==> src/rtl/jog_pkg.sv <==
// Shared definitions for the jog angle controller: axis FSM states, default timing, saturating step.
package jog_pkg;

    typedef enum logic [1:0] {
        ST_IDLE   = 2'd0,
        ST_DELAY  = 2'd1,
        ST_REPEAT = 2'd2,
        ST_HELD   = 2'd3
    } axis_state_e;

    localparam int unsigned DEF_DEBOUNCE_CYC     = 250000;
    localparam int unsigned DEF_REPEAT_DELAY_CYC = 12500000;
    localparam int unsigned DEF_REPEAT_RATE_CYC  = 2500000;
    localparam logic [3:0]  DEF_ANGLE_MAX        = 4'd15;
    localparam logic [3:0]  DEF_ANGLE_RST        = 4'd8;

    // Next angle code: one step up or down, computed in 5 bits and held at 0 / max_code.
    function automatic logic [3:0] sat_step(input logic [3:0] angle,
                                            input logic       step,
                                            input logic       inc,
                                            input logic [3:0] max_code);
        logic [4:0] wide;
        logic [3:0] result;
        result = angle;
        if (step) begin
            if (inc) begin
                wide = {1'b0, angle} + 5'd1;
                if (wide <= {1'b0, max_code}) result = wide[3:0];
            end else begin
                wide = {1'b0, angle} - 5'd1;
                if (!wide[4]) result = wide[3:0];
            end
        end
        return result;
    endfunction

endpackage

==> src/rtl/jog_debounce.sv <==
// Two-flop synchroniser plus stability counter for one raw switch input.
module jog_debounce #(
    parameter int unsigned DEBOUNCE_CYC = 250000
) (
    input  logic clk_i,
    input  logic rst_i,
    input  logic raw_i,
    output logic stable_o
);

    localparam int unsigned CNT_W = $clog2(DEBOUNCE_CYC + 1);
    localparam logic [CNT_W-1:0] CNT_LAST = CNT_W'(DEBOUNCE_CYC - 1);

    logic             sync1_q;
    logic             sync2_q;
    logic             stable_q;
    logic             stable_d;
    logic [CNT_W-1:0] cnt_q;
    logic [CNT_W-1:0] cnt_d;

    // The counter only advances while the synchronised level disagrees with the accepted one.
    always_comb begin
        stable_d = stable_q;
        cnt_d    = '0;
        if (sync2_q != stable_q) begin
            if (cnt_q == CNT_LAST) begin
                stable_d = sync2_q;
            end else begin
                cnt_d = cnt_q + CNT_W'(1);
            end
        end
    end

    always_ff @(posedge clk_i) begin
        if (rst_i) begin
            sync1_q  <= 1'b0;
            sync2_q  <= 1'b0;
            stable_q <= 1'b0;
            cnt_q    <= '0;
        end else begin
            sync1_q  <= raw_i;
            sync2_q  <= sync1_q;
            stable_q <= stable_d;
            cnt_q    <= cnt_d;
        end
    end

    assign stable_o = stable_q;

endmodule

==> src/rtl/jog_angle_ctrl.sv <==
// Manual-jog front end: debounced direction switches step saturating 4-bit x/y angle codes.
// Auto-repeat (DELAY/REPEAT states) is built only when JOG_AUTOREPEAT_EN is defined.
module jog_angle_ctrl
    import jog_pkg::*;
#(
    parameter int unsigned DEBOUNCE_CYC     = DEF_DEBOUNCE_CYC,
    parameter int unsigned REPEAT_DELAY_CYC = DEF_REPEAT_DELAY_CYC,
    parameter int unsigned REPEAT_RATE_CYC  = DEF_REPEAT_RATE_CYC,
    parameter logic [3:0]  ANGLE_MAX        = DEF_ANGLE_MAX,
    parameter logic [3:0]  ANGLE_RST        = DEF_ANGLE_RST
) (
    input  logic       i_Clk,
    input  logic       clr,
    input  logic       i_Switch_1,
    input  logic       i_Switch_2,
    input  logic       i_Switch_3,
    input  logic       i_Switch_4,
    output logic [3:0] x_angle,
    output logic [3:0] y_angle,
    output logic       o_step,
    output logic       o_LED_1,
    output logic       o_LED_2,
    output logic       o_LED_3,
    output logic       o_LED_4,
    output logic [3:0] o_at_limit,
    output logic [1:0] x_state_o,
    output logic [1:0] y_state_o
);

    if (DEBOUNCE_CYC == 0 || REPEAT_RATE_CYC == 0 || REPEAT_RATE_CYC > REPEAT_DELAY_CYC ||
        ANGLE_RST > ANGLE_MAX) begin : g_bad_cfg
        $error("jog_angle_ctrl: inconsistent timing or angle parameters");
    end

    logic [3:0]  raw;
    logic [3:0]  db;
    logic [1:0]  inc_req;
    logic [1:0]  dec_req;
    logic [1:0]  changed;
    logic [3:0]  angle_a [2];
    axis_state_e state_a [2];
    logic        step_q;

    assign raw = {i_Switch_4, i_Switch_3, i_Switch_2, i_Switch_1};

    for (genvar i = 0; i < 4; i++) begin : g_db
        jog_debounce #(.DEBOUNCE_CYC(DEBOUNCE_CYC)) u_db (
            .clk_i    (i_Clk),
            .rst_i    (clr),
            .raw_i    (raw[i]),
            .stable_o (db[i])
        );
    end

    // Axis 0 is x (switch 2 up, switch 1 down); axis 1 is y (switch 3 up, switch 4 down).
    assign inc_req = {db[2], db[1]};
    assign dec_req = {db[3], db[0]};

    for (genvar ax = 0; ax < 2; ax++) begin : g_axis
        axis_state_e state_q;
        axis_state_e state_d;
        logic        dir_q;
        logic        dir_d;
        logic        inc_now;
        logic        dec_now;
        logic        same_req;
        logic        step;
        logic        step_inc;
        logic [3:0]  angle_q;
        logic [3:0]  angle_d;

        assign inc_now  = inc_req[ax] & ~dec_req[ax];
        assign dec_now  = dec_req[ax] & ~inc_req[ax];
        assign same_req = dir_q ? inc_now : dec_now;

`ifdef JOG_AUTOREPEAT_EN
        localparam int unsigned CNT_W = $clog2(REPEAT_DELAY_CYC + 1);
        localparam logic [CNT_W-1:0] DELAY_LAST = CNT_W'(REPEAT_DELAY_CYC - 1);
        localparam logic [CNT_W-1:0] RATE_LAST  = CNT_W'(REPEAT_RATE_CYC - 1);

        logic [CNT_W-1:0] rpt_q;
        logic [CNT_W-1:0] rpt_d;

        always_ff @(posedge i_Clk) begin
            if (clr) begin
                state_q <= ST_IDLE;
                dir_q   <= 1'b0;
                rpt_q   <= '0;
            end else begin
                state_q <= state_d;
                dir_q   <= dir_d;
                rpt_q   <= rpt_d;
            end
        end

        always_comb begin
            state_d = state_q;
            dir_d   = dir_q;
            rpt_d   = rpt_q;
            case (state_q)
                ST_IDLE: begin
                    if (inc_now || dec_now) begin
                        state_d = ST_DELAY;
                        dir_d   = inc_now;
                        rpt_d   = '0;
                    end
                end
                ST_DELAY: begin
                    if (!same_req) begin
                        state_d = ST_IDLE;
                    end else if (rpt_q == DELAY_LAST) begin
                        state_d = ST_REPEAT;
                        rpt_d   = '0;
                    end else begin
                        rpt_d = rpt_q + CNT_W'(1);
                    end
                end
                ST_REPEAT: begin
                    if (!same_req) begin
                        state_d = ST_IDLE;
                    end else if (rpt_q == RATE_LAST) begin
                        rpt_d = '0;
                    end else begin
                        rpt_d = rpt_q + CNT_W'(1);
                    end
                end
                default: state_d = ST_IDLE;
            endcase
        end

        always_comb begin
            step     = 1'b0;
            step_inc = dir_q;
            case (state_q)
                ST_IDLE: begin
                    step     = inc_now | dec_now;
                    step_inc = inc_now;
                end
                ST_DELAY:  step = same_req && (rpt_q == DELAY_LAST);
                ST_REPEAT: step = same_req && (rpt_q == RATE_LAST);
                default:   step = 1'b0;
            endcase
        end
`else
        always_ff @(posedge i_Clk) begin
            if (clr) begin
                state_q <= ST_IDLE;
                dir_q   <= 1'b0;
            end else begin
                state_q <= state_d;
                dir_q   <= dir_d;
            end
        end

        always_comb begin
            state_d = state_q;
            dir_d   = dir_q;
            case (state_q)
                ST_IDLE: begin
                    if (inc_now || dec_now) begin
                        state_d = ST_HELD;
                        dir_d   = inc_now;
                    end
                end
                ST_HELD: begin
                    if (!same_req) state_d = ST_IDLE;
                end
                default: state_d = ST_IDLE;
            endcase
        end

        always_comb begin
            step     = 1'b0;
            step_inc = dir_q;
            if (state_q == ST_IDLE) begin
                step     = inc_now | dec_now;
                step_inc = inc_now;
            end
        end
`endif

        // A step that would leave [0, ANGLE_MAX] leaves the angle alone and reports no change.
        assign angle_d = sat_step(angle_q, step, step_inc, ANGLE_MAX);

        always_ff @(posedge i_Clk) begin
            if (clr) begin
                angle_q <= ANGLE_RST;
            end else begin
                angle_q <= angle_d;
            end
        end

        assign changed[ax] = (angle_d != angle_q);
        assign angle_a[ax] = angle_q;
        assign state_a[ax] = state_q;
    end

    always_ff @(posedge i_Clk) begin
        if (clr) begin
            step_q <= 1'b0;
        end else begin
            step_q <= |changed;
        end
    end

    assign x_angle    = angle_a[0];
    assign y_angle    = angle_a[1];
    assign o_step     = step_q;
    assign o_LED_1    = db[0];
    assign o_LED_2    = db[1];
    assign o_LED_3    = db[2];
    assign o_LED_4    = db[3];
    assign o_at_limit = {angle_a[1] == ANGLE_MAX, angle_a[1] == 4'd0,
                         angle_a[0] == ANGLE_MAX, angle_a[0] == 4'd0};
    assign x_state_o  = state_a[0];
    assign y_state_o  = state_a[1];

endmodule

==> config.mk <==
export PLATFORM = sky130hd
export DESIGN_NAME = jog_angle_ctrl
export DESIGN_NICKNAME = d
export VERILOG_FILES = /design/src/rtl/jog_pkg.sv /design/src/rtl/jog_debounce.sv /design/src/rtl/jog_angle_ctrl.sv
export SDC_FILE = /design/constraint.sdc
export NUM_CORES = 1
export LEC_CHECK = 0
export CAP_MARGIN = 20
export CORE_MARGIN = 2
export CORE_UTILIZATION = 55
export CTS_CLUSTER_DIAMETER = 200
export CTS_CLUSTER_SIZE = 28
export DETAILED_ROUTE_END_ITERATION = 12
export PLACE_DENSITY_LB_ADDON = 0.12
export SETUP_SLACK_MARGIN = 0.05
export SYNTH_ARGS = -nofsm -noshare
export SYNTH_HDL_FRONTEND = slang
export SYNTH_SLANG_ARGS = --single-unit
export TNS_END_PERCENT = 1
==> constraint.sdc <==
create_clock -name i_Clk -period 2.8 [get_ports i_Clk]
set_clock_uncertainty 0.05 [all_clocks]
set_input_delay 0.28 -clock i_Clk [delete_from_list [all_inputs] [get_ports i_Clk]]
set_output_delay 0.28 -clock i_Clk [all_outputs]
set_load 0.01 [all_outputs]
# After elaboration in Yosys (flattened, before gate mapping)
# Index checks and enable logic that the tools add are counted.
[word_totals]
wordCells = 104
in_bits = 6
register_bits = 99
out_inout_bits = 21
[op_classes]
bitwise = 14
n_reduce_logical = 19
n_eq_ne = 18
order_cmp = 2
addsub = 8
n_mux = 20
[ops]
columns = ["cell", "count"]
rows = [
  ["18-bit by 1-bit adder with 18-bit output (second input constant)", 4],
  ["18-bit equality test (second input constant)", 4],
  ["4-bit two-way mux", 8],
  ["2-bit AND reduction", 8],
  ["3-bit OR reduction", 4],
  ["4-bit by 1-bit adder with 5-bit output (second input constant)", 2],
  ["5-bit by 4-bit less-or-equal comparator with 1-bit output (second input constant)", 2],
  ["4-bit by 1-bit subtractor with 5-bit output (second input constant)", 2],
  ["4-bit equality test (second input constant)", 2],
  ["4-bit logical NOT", 2],
  ["2-bit two-way mux", 4],
  ["2-bit inequality test (second input constant)", 4],
  ["4-bit inequality test", 2],
  ["1-bit inverter", 8],
  ["2-bit one-hot mux with 2 select lines", 2],
  ["1-bit two-way mux", 6],
  ["1-bit bitwise AND", 4],
  ["2-bit equality test (second input constant)", 2],
  ["2-bit logical NOT", 2],
  ["1-bit inequality test", 4],
  ["1-bit logical OR", 2],
  ["1-bit OR", 2],
  ["2-bit OR reduction", 1],
]

# Logic depth before layout (Yosys ltp)
[logic_depth]
ltp_word = 7
ltp_mapped = 7
depth_no_buf = 6

# Modules after synthesis
# Synthesis repeated with hierarchy kept, for this count alone.
[hier_totals]
cells_unflattened = 548
area_unflattened_um2 = 4742.0
[modules_own_cells]
columns = ["mod", "seq_area_each_um2", "area_per_inst_um2", "cells_per_inst", "instances"]
rows = [
  ["jog_debounce", 420.4, 913.4, 104, 4],
  ["jog_angle_ctrl", 260.2, 1088.5, 132, 1],
]

# Worst setup path after synthesis
# No wires, ideal clock.
[synth_path]
path_kind = "register to register"
startpoint = "reg g_axis[0].angle_q[0], in the netlist x_angle[0]"
endpoint = "reg g_axis[0].angle_q[0], in the netlist x_angle[0]"
setup_ps = 121
path_slack_ps = 508
stages_incl_launch_ff = 7
arrival_time_ps = 2121
period_less_slack_ps = 2292
required_time_ps = 2629
path_buffers = 0
path_cell_list = "dfxtp_1 inv_1 ha_1 nor3b_1 maj3_1 a311oi_1 mux2_2"
[synth_between]
elab_chain_cells = 5
elab_cells_between_ends = 7
cone_classes = "2 x add/sub; 1 x order compare; 4 x mux"
[synth_lines]
columns = ["element", "line_no", "rtl"]
rows = [
  ["from (decl)", "jog_angle_ctrl.sv:69", "logic [3:0] angle_q;"],
  ["from (signal assigned)", "jog_angle_ctrl.sv:189", "angle_q <= angle_d;"],
  ["4-bit by 1-bit adder with 5-bit output", "jog_pkg.sv:27", "wide = {1'b0, angle} + 5'd1;"],
  ["5-bit by 4-bit less-or-equal comparator with 1-bit output", "jog_pkg.sv:28", "if (wide <= {1'b0, max_code}) result = wide[3:0];"],
  ["4-bit two-way mux", "jog_pkg.sv:28", ""],
  ["4-bit two-way mux", "jog_pkg.sv:26", "if (inc) begin"],
  ["4-bit two-way mux *", "jog_pkg.sv:25", "if (step) begin"],
]
# Mark *: on every way between the ends. The rest lies on a longest branch, timed or not.
# A chain may end at the register's enable or synchronous reset.

# Worst setup path in the final report
# Same ends and word-level chain as after synthesis.

==> key figures <==
Finish
  • Area Growth Syn to Fin: 10.8%
  • Layout cells sized above 1: 0.0835
  • Ant diodes: 0
  • FF/Latch Area: 1940 sq um
  • Area occupied by multi-input gates: 2670 sq um
  • Nets: 592
  • # fillers: between 700 and 800

Floorplan
  • DIE WIDTH: 97.5 um
  • I/O Pins: 27
  • Core area: 8590 sq um
  • Chip Height: between 90 and 100 um
  • Die Area: 9500 sq um
  • Rows: 34
  • Starting density of the core: 0.559

Clock tree
  • CTS max path bufs: 2
  • H-tree levels: 3
  • Clock transition at path regs: 0.10 ns
  • Total CTS buffers: 9
  • Clock latency on the worst-skew pair: about 0.36 ns
  • CTS Root Cell: clkbuf_8
  • Hold buffers post-CTS: 0
  • PostCTS Resize Cnt: 0
  • CTS tree: built
  • Clock sinks: 97
  • Postcts setup bufs: 0

Worst setup path
  • Startpoint types: flop
  • Crit path DAT: 2.63 ns
  • R2R Path Start: x_angle[0]
  • Setup CP Type: reg -> reg
  • R2r setup slk: 0.38 ns
  • Critical path origin: x_angle[0]
  • CP endpoint kind: flop
  • Reg2Reg Depth: 6
  • CP Max Fanout: 8
  • Worst setup path end: x_angle[0]
  • Required @ worst endpoint: 3.01 ns
  • Reg-to-reg critical path endpoint: x_angle[0]

Worst hold path
  • HP Start: g_db[0].u_db.sync1_q
  • Worst hold path class: reg -> reg

Timing
  • Final Hold Viols: 0
  • Setup violators final: 0
  • Pin slew with the least headroom to its limit: 0.601 ns
  • Period minus WS final: 2.42 ns
  • Final Slew Violations: 0
  • Worst setup margin: 0.381 ns
  • Max_slew headroom: 0.588
  • Final period util: 0.864
  • RSZ-0062 raised after global routing: no
  • Fmax: 413 MHz
  • Setup TNS: 0 ns

Yosys
  • Syn nets: 569
  • Syn. warnings: 0
  • Mean post-synth cell area: between 8 and 9 sq um
  • Post-synthesis register bit count: 97
  • Top_reg_cell synth: dfxtp_1
  • Synth Instances: between 500 and 600
  • Netlist Area Pre-Place: a little under 5000 sq um
  • Sequential share of the synthesized area: 0.404
  • Ys async rst share: 0
  • Post-synth EDFFs: 0
  • Yosys cell types: 59

Global route
  • Initial antenna violation count: 0
  • First-pass GRT wire length: 16000 um
  • Vias in the first global route: 3564
  • Global Route Usage Sum: 0.199
  • Grt total ovfl: 0
  • Maximum number of pins on one net before global-route repair: 20

Run
  • Max_cap viols: 0

Placement
  • Placement Setup Slack: ~0.42 ns
  • Port bufs: 26
  • Routability cong.: between 0.8 and 0.9
  • Hpwl dp: 6360 um

Pwr
  • Leakage: 0.00166 uW
  • Maximum VDD drop: approximately 390 uV
  • Power per standard cell area: between 400 and 500 nW/um^2

Drt
  • DR vias: 3879
  • Post-Route WL: approximately 9100 um
  • Wire per inst: 13.3 um
  • Post-route DRC: 0
  • Drt pass-1 iters: 4
  • DR iter-0 viols: 125
  • Vias per inst: 5.68
  • Routed Antenna Nets: 0

Outcome
  • Status: finished, final reports clean
-- stage by stage --
step / power [uW] / instances / area [sq um] / utilization / hold slack, ns
after detailed placement: 1460 / 667 / 5130 / 0.597 / 0.370
after CTS: 2360 / 683 / 5330 / 0.620 / 0.393
final: 2340 / 683 / 5330 / 0.620 / 0.391
after floorplan: 1450 / 547 / 4810 / - / 0.358
after global routing: 2430 / 683 / 5330 / 0.620 / 0.405
after global placement: 1460 / 667 / 5130 / 0.597 / 0.372
-- layout by cell type, fill, tap and decap left out, drive strengths merged, types with 2 or more instances in the layout --
cell           netlist  final
nand2b               3      3
nor2b                9      9
nor4                10     10
dfxtp               97     97
o21ai               16     16
o21ba                2      2
o21a                 2      2
inv                 23     23
o31ai               11     11
nor3b                7      7
a21oi               25     25
xor2                24     24
nor2                77     77
or2                  5      5
mux2                 6      6
xnor2               31     31
or4                 18     18
a31oi                4      4
a211oi               2      2
ha                  16     16
clkdlybuf4s50        0     26
nand4               18     18
clkinv               0      4
clkbuf              13     10
and2                 2      2
nand3b               2      2
and4                 8      8
and3                10     10
mux2i                4      4
nand3               32     32
buf                  6      5
nor4b                3      3
nor3                11     11
nand2               24     24
or3                 11     11
-- sequential cells by signal, summed over array words and instances (netlist names) --
signal and count:
g_axis.dir_q 2, g_db.u_db.cnt_q 72, g_db.u_db.stable_o 4, g_db.u_db.sync1_q 4, g_db.u_db.sync2_q 4, o_step 1, x_angle 4, x_state_o 1
y_angle 4, y_state_o 1
-- power by group --
part           internal [uW]  switching, uW
clock network            417            498
registers               1390           3.87
logic                   16.9           21.8
-- worst max-delay path: stages (launching register included) --
cell and delay [ns]:
dfxtp_1 0.47, inv_1 0.15, ha_1 0.37, nor3b_1 0.18, maj3_1 0.35, a311oi_1 0.37
mux2_2 0.37
-- layout make-up --
class,count,share of cell area
Clock buffer,10,0.0240
Clock inverter,6,0.0129
Tap cell,108,0.0254
Inverter,23,0.0162
Timing Repair Buffer,31,0.0559
Sequential cell,97,0.365
Multi-Input combinational cell,408,0.501
-- synthesized netlist by cell type (11+ instances only) --
cell | number | area, sq um
o31ai_1 | 11 | 82.6
xor2_1 | 24 | 210
or3_1 | 11 | 68.8
or4_1 | 17 | 128
nor2_1 | 67 | 251
o21ai_0 | 12 | 60.1
dfxtp_1 | 97 | 1940
nand3_1 | 32 | 160
ha_1 | 16 | 200
clkbuf_1 | 11 | 41.3
xnor2_1 | 31 | 272
nand4_1 | 17 | 106
nor3_1 | 11 | 55.1
inv_1 | 23 | 86.3
nand2_1 | 24 | 90.1
a21oi_1 | 25 | 125
-- layer usage --
metal | vias up | wire [um] | global-route usage
met5 | - | 0 | 0
met4 | 0 | 180 | 0.0865
met3 | 13 | 240 | 0.0237
met2 | 63 | 4280 | 0.326
met1 | 1810 | 4410 | 0.264
li1 | 1993 | - | -
-- cell families (layout without fill, tap and decap cells) --
kind of cell,Yosys count,in the layout,share of synthesized area
AOI/OAI and AO/OA,70,70,0.0934
and+or+nand+nor,256,256,0.295
adders and majority gates,17,17,0.0437
muxes,10,10,0.0224
buffers and inverters,42,70,0.0411
DFF,97,97,0.404
xor gates and xnor gates,55,55,0.100
-- worst min-delay path by stage --
stage / to / depth (start not counted)
after global routing: g_db[0].u_db.sync2_q / 1
after CTS: g_db[3].u_db.sync2_q / 1
after floorplan: g_db[0].u_db.sync1_q / 1
after global placement: g_db[3].u_db.sync2_q / 1
after detailed placement: g_db[0].u_db.sync2_q / 1
final: g_db[0].u_db.sync2_q / 1
Power figures use the tool's default switching activity.
==> variant 1, RTL diff (config.mk and constraints unchanged) <==
Add a define of `JOG_AUTOREPEAT_EN`.
--- a/src/rtl/jog_angle_ctrl.sv
+++ b/src/rtl/jog_angle_ctrl.sv
@@ -1,4 +1,6 @@
 // Manual-jog front end: debounced direction switches step saturating 4-bit x/y angle codes.
 // Auto-repeat (DELAY/REPEAT states) is built only when JOG_AUTOREPEAT_EN is defined.
+`define JOG_AUTOREPEAT_EN
+
 module jog_angle_ctrl
     import jog_pkg::*;
Function: same outputs for any inputs over 10 cycles, from zero or initial values; that may be too few to reach the edited logic, so the function may still have changed.
==> variant 1 against the original RTL <==
  * Wire length increased by 85%
  * Core utilization grew 1.6 points
  * Setup slack lost 99 ps
  * Combinational power increased by 44%
  * Total power is 98% higher
  * Sequential share of layout area shrank 3.1 points
  * Final area up 66%
  * Via count increased by 67%
  * Global-route usage rose by 3.2 points
  * Sequential cell count increased by 50
  * Area after synthesis up 63%
==> variant 1: results (changes against the original RTL) <==
Outcome
  – Status: finished, final reports clean (unchanged)

CTS
  – CTS H-tree lvls: 4 (was 3)
  – Cts bufs inserted: 17 (was 9)
  – Longest Clk Path Bufs: 2 (unchanged)
  – Clock root buffer: clkbuf_16 (was clkbuf_8)
  – Clock-pin slew on the worst setup and hold paths: 60 ps (was 100 ps)
  – Worst skew pair latency: 420 ps (was 360 ps)

Global route
  – Global-route wire length before repair: 28,400 µm (was 15,990 µm)
  – GRT Total Usage: 23.12% (was 19.87%)
  – Pin count of the biggest net entering global routing: 22 (was 20)
  – Vias in the first global route: 6,098 (was 3,564)

Critical path
  – Arrival @ worst endpoint: 2750 ps (was 2630 ps)
  – CP max FO: 21 (was 8)
  – Crit-path slowest cell: o211a_1 (was dfxtp_1)
  – Crit path max-delay family: compound AO/OA/AOI/OAI gates (was adder cells)
  – Critical Path Max Stage Delay: 630 ps (was 470 ps)

Synth
  – Synth Area in Compound Gates: 10.70% (was 9.344%)
  – Top cells by count, synth: dfxtp_1 (147), nor2_1 (145), xnor2_1 (58) (was dfxtp_1 (97), nor2_1 (67), nand3_1 (32))
  – Mux cell area share after synthesis: 2.332% (was 2.238%)
  – Synth top area cells: dfxtp_1 (38%), nor2_1 (6.9%), xnor2_1 (6.5%) (was dfxtp_1 (40%), xnor2_1 (5.6%), nor2_1 (5.2%))
  – Yosys cell types: 90 (was 59)
  – Async SR Flop Fraction: 0% (unchanged)
  – Seq/Total Area, Yosys: 37.57% (was 40.40%)
  – Adder-Cell Fraction of Synth Area: 4.424% (was 4.373%)
  – XOR/XNOR Fraction of Synth Area: 11.18% (was 10.02%)
  – Synth Net Count: 930 (was 569)

Min path
  – Min-Delay Path Class: primary input to flip-flop (was flip-flop to flip-flop)

Layout
  – Layout Nets: 945 (was 592)
  – Layout cell share with drive strength beyond 1: 10.04% (was 8.348%)

Power and ir drop
  – Sw power: 999.0 µW (was 523.3 µW)
  – Pleak: 0.002918 µW (was 0.001664 µW)
  – Worst vdd ir: 433.3 µV (was 385.6 µV)

Placed design
  – Area after DPL: 8187 µm² (was 5129 µm²)
  – DP Wirelength: 11,790 µm (was 6359 µm)
  – Gpl congestion: 0.8548 (was 0.8612)

Route
  – Routed len/inst: 15.25 µm (was 13.34 µm)
  – DR vias: 6,493 (was 3,879)
  – Initial DRC count: 436 (was 125)
  – Drt pass-1 iters: 5 (was 4)

Timing
  – Slew headroom: 53.65% (was 58.80%)
-- variant 1: cell types whose count changed in the layout (fill, tap and decap cells not counted), moves of 17 or more --
cell / change
xnor2_1: +27
clkbuf_16: +17
nand4_1: +17
dfxtp_1: +50
nand2_1: +26
nor2_1: +78
xor2_1: +18
-- variant 1: power groups by stage --
stage | clock [µW] | combinational, µW | sequential (µW)
after CTS | 2520 | 56.6 | 2100
after detailed placement | 0 | 56.1 | 2150
after global placement | 0 | 54.8 | 2150
final | 2480 | 55.8 | 2100
after global routing | 2610 | 61.2 | 2100
after floorplan | 0 | 37.8 | 2150
-- variant 1: final cells by class --
type / count / area, µm²
fillers: 1142 / 5051
clock inverters: 15 / 217.7
multi-input cells: 678 / 4556
clock buffers: 17 / 425.4
inverters: 34 / 127.6
flip-flops and latches: 147 / 2943
repair buffers: 35 / 335.3
well taps: 180 / 225.2
-- variant 1: per-stage QoR --
step / utilization (%) / hold WS [ps] / setup slack [ps] / instances / total power, µW
2_1_floorplan: - / 358.2 / 412.0 / 898 / 2185
3_3_place_gp: 58.98 / 386.0 / 408.6 / 1074 / 2203
3_5_place_dp: 58.98 / 381.6 / 329.0 / 1074 / 2205
4_1_cts: 63.61 / 168.5 / 299.6 / 1106 / 4677
5_1_grt: 63.61 / 210.4 / 75.53 / 1106 / 4773
6_report: 63.61 / 190.2 / 282.6 / 1106 / 4633
-- variant 1: final timing paths --
path / start / to / slack (ps) / depth (start not counted)
worst min register to register: g_db[0].u_db.sync1_q$_SDFF_PP0_ / g_db[0].u_db.sync2_q$_SDFF_PP0_ / 390 / 1
worst max register to register: g_axis[1].rpt_q[0]$_SDFFE_PP0P_ / g_axis[1].rpt_q[11]$_SDFFE_PP0P_ / 280 / 6
worst max-delay path: g_axis[1].rpt_q[0]$_SDFFE_PP0P_ / g_axis[1].rpt_q[11]$_SDFFE_PP0P_ / 280 / 6
worst min-delay path: clr / g_axis[1].dir_q$_SDFFE_PP0P_ / 190 / 2
-- variant 1: worst reg2reg max path, delay by kind of cell, from the launching register on --
family	cells	cell delay, ps
AO/OA/AOI/OAI	3	1120
AND/OR/NAND/NOR	2	600
flip-flops	1	410
adder cells (fa/ha/maj)	1	210
-- variant 1: layer usage --
metal	up-vias	GRT usage [%]	part of all wire (%)
met5	-	0	0
met4	0	6.463	0.97
met3	17	6.458	5.1
met2	144	37.91	47
met1	3111	29.76	47
li1	3221	-	-
-- variant 1: cell families after synthesis --
logic type,count (synthesis)
multiplexers,17
adder cells (fa/ha/maj),28
AND/OR/NAND/NOR,423
flip-flops,147
XOR/XNOR,100
buffers and inverters,73
AO/OA/AOI/OAI,110
==> variant 2, RTL diff (same settings) <==
Without the edit above. Register the output `o_at_limit`; this adds one clock of latency there. The other outputs are not delayed to match.
--- a/src/rtl/jog_angle_ctrl.sv
+++ b/src/rtl/jog_angle_ctrl.sv
@@ -211,6 +211,7 @@
     assign o_LED_3    = db[2];
     assign o_LED_4    = db[3];
-    assign o_at_limit = {angle_a[1] == ANGLE_MAX, angle_a[1] == 4'd0,
-                         angle_a[0] == ANGLE_MAX, angle_a[0] == 4'd0};
+    always_ff @(posedge i_Clk) begin
+        o_at_limit <= {angle_a[1] == ANGLE_MAX, angle_a[1] == 4'd0, angle_a[0] == ANGLE_MAX, angle_a[0] == 4'd0};
+    end
     assign x_state_o  = state_a[0];
     assign y_state_o  = state_a[1];
Behaviour: not the same (Yosys sat finds a counterexample within 4 cycles, from zero or initial values).
==> variant 2 against the original RTL <==
  * Sequential power grew 4%
  * Via count fell by 8.6%
  * Worst hold slack better by 9.4 ps
  * Highest routed layer unchanged
  * First-iteration DRC count fell by 46%
  * Critical endpoint unchanged
  * Final area is 2.0% lower
  * Setup slack improved by 100 ps
  * Wire length decreased by 11%
  * Total power is 4.8% higher
  * Sequential cell count up 4
  * Area after synthesis decreased by 1.6%
  * Combinational power grew 42%
==> variant 2: results (changes against the original RTL) <==
Route
  – Drt pass-1 iters: 5 (was 4)
  – Routed len/inst: 12.04 µm (was 13.34 µm)
  – Initial DRC count: 67 (was 125)
  – Routed vias/inst: 5.290 (was 5.679)

Timing
  – Min cycle time layout: 2316 ps (was 2419 ps)
  – Worst hold margin: 400.7 ps (was 391.3 ps)
  – Worst Max-Slew Pin Slew: 619.9 ps (was 600.8 ps)

Synth
  – Top cells by count, synth: nor2_1 (109), dfxtp_1 (101), nand2_1 (36), xnor2_1 (36), xor2_1 (34) (was dfxtp_1 (97), nor2_1 (67), nand3_1 (32))
  – Seq/Total Area, Yosys: 42.75% (was 40.40%)
  – Synth Net Count: 559 (was 569)
  – Cells after synthesis: 537 (was 547)
  – Synth top area cells: dfxtp_1 (43%), nor2_1 (8.7%), xnor2_1 (6.7%) (was dfxtp_1 (40%), xnor2_1 (5.6%), nor2_1 (5.2%))
  – Yosys cell types: 54 (was 59)
  – Netlist Area Pre-Place: 4730 µm² (was 4807 µm²)

Layout
  – Seq/total area: 38.75% (was 36.47%)
  – Signal buffers: 29 (was 31)
  – Layout cell share with drive strength beyond 1: 5.664% (was 8.348%)
  – Non-Filler Instances: 670 (was 683)
  – Signal buf overhead: 5.420% (was 5.592%)
  – Layout Nets: 582 (was 592)
  – Non-clock inverters: 19 (was 23)
  – Clock buf/inv share: 3.981% (was 3.689%)
  – Max reg flops: 72 (unchanged)
  – Multi-input gates: 400 (was 408)
  – FILL cells: 718 (was 759)
  – Multi-input gate share of total cell area: 47.96% (was 50.09%)

Global route
  – Vias in the first global route: 3,357 (was 3,564)
  – Global-route wire length before repair: 14,410 µm (was 15,990 µm)
  – GRT Total Usage: 18.01% (was 19.87%)
  – Pin count of the biggest net entering global routing: 18 (was 20)
  – Initial antenna violation count: 0 (unchanged)

Critical path
  – Critical Path Max Stage Delay: 490 ps (was 470 ps)
  – Crit-path slowest cell: dfxtp_1 (unchanged)
  – Cells on worst reg2reg path: 7 (was 6)
  – Reg-to-reg critical path startpoint: x_angle[0]$_SDFF_PP0_ (unchanged)
  – Reg2Reg Setup Slack: 480 ps (was 380 ps)
  – Arrival @ worst endpoint: 2520 ps (was 2630 ps)
  – Crit path max-delay family: adder cells (unchanged)

Placed design
  – Worst slack, placed: 491.0 ps (was 424.4 ps)
  – I/O Buffers: 26 (unchanged)
  – Placed cells: 654 (was 667)
  – DP Wirelength: 5646 µm (was 6359 µm)
  – Gpl congestion: 0.8048 (was 0.8612)
  – Area after DPL: 5010 µm² (was 5129 µm²)

CTS
  – Setup repair bufs after CTS: 0 (unchanged)
  – CTS sink cnt: 101 (was 97)
  – Clock root buffer: clkbuf_8 (unchanged)

Power and ir drop
  – Pleak: 0.001747 µW (was 0.001664 µW)
  – Worst vdd ir: 234.4 µV (was 385.6 µV)
  – Pwr dens: 470.5 nW/µm² (was 439.9 nW/µm²)

Min path
  – Cell count of the worst hold path: 1 (unchanged)
  – Min-Delay Path Class: flip-flop to flip-flop (unchanged)

Outcome
  – Status: finished, final reports clean (unchanged)
==> variant 2: cell count changes after synthesis, moves of 11 or more <==
cell / delta
a21oi_1: -16
nand2_1: +12
nor2_1: +42
o31ai_1: -11
or4_1: -15
==> variant 2: cell families after synthesis <==
kind of cell               after synthesis  share of synthesized area (%)
and+or+nand+nor                        267                          28.20
adders and majority gates               17                          4.444
AOI/OAI and AO/OA                       35                          4.762
muxes                                   11                          2.540
xor gates and xnor gates                70                          12.96
DFF                                    101                          42.75
buffers and inverters                   36                          4.338
==> variant 2: layer usage <==
layer  GRT usage (%)  part of all wire, %  vias up
li1                -                    -     1845
met1           22.97                   49     1637
met2           30.13                   47       54
met3           4.191                  3.2        8
met4           5.959                 0.99        0
met5               0                    0        -
==> variant 2: where the power goes <==
| group | internal [µW] | total [µW] | switching (µW) |
|---|---|---|---|
| Sequential | 1450 | 1450 | 7.84 |
| Clock | 446 | 946 | 501 |
| Combinational | 26.7 | 54.9 | 28.2 |
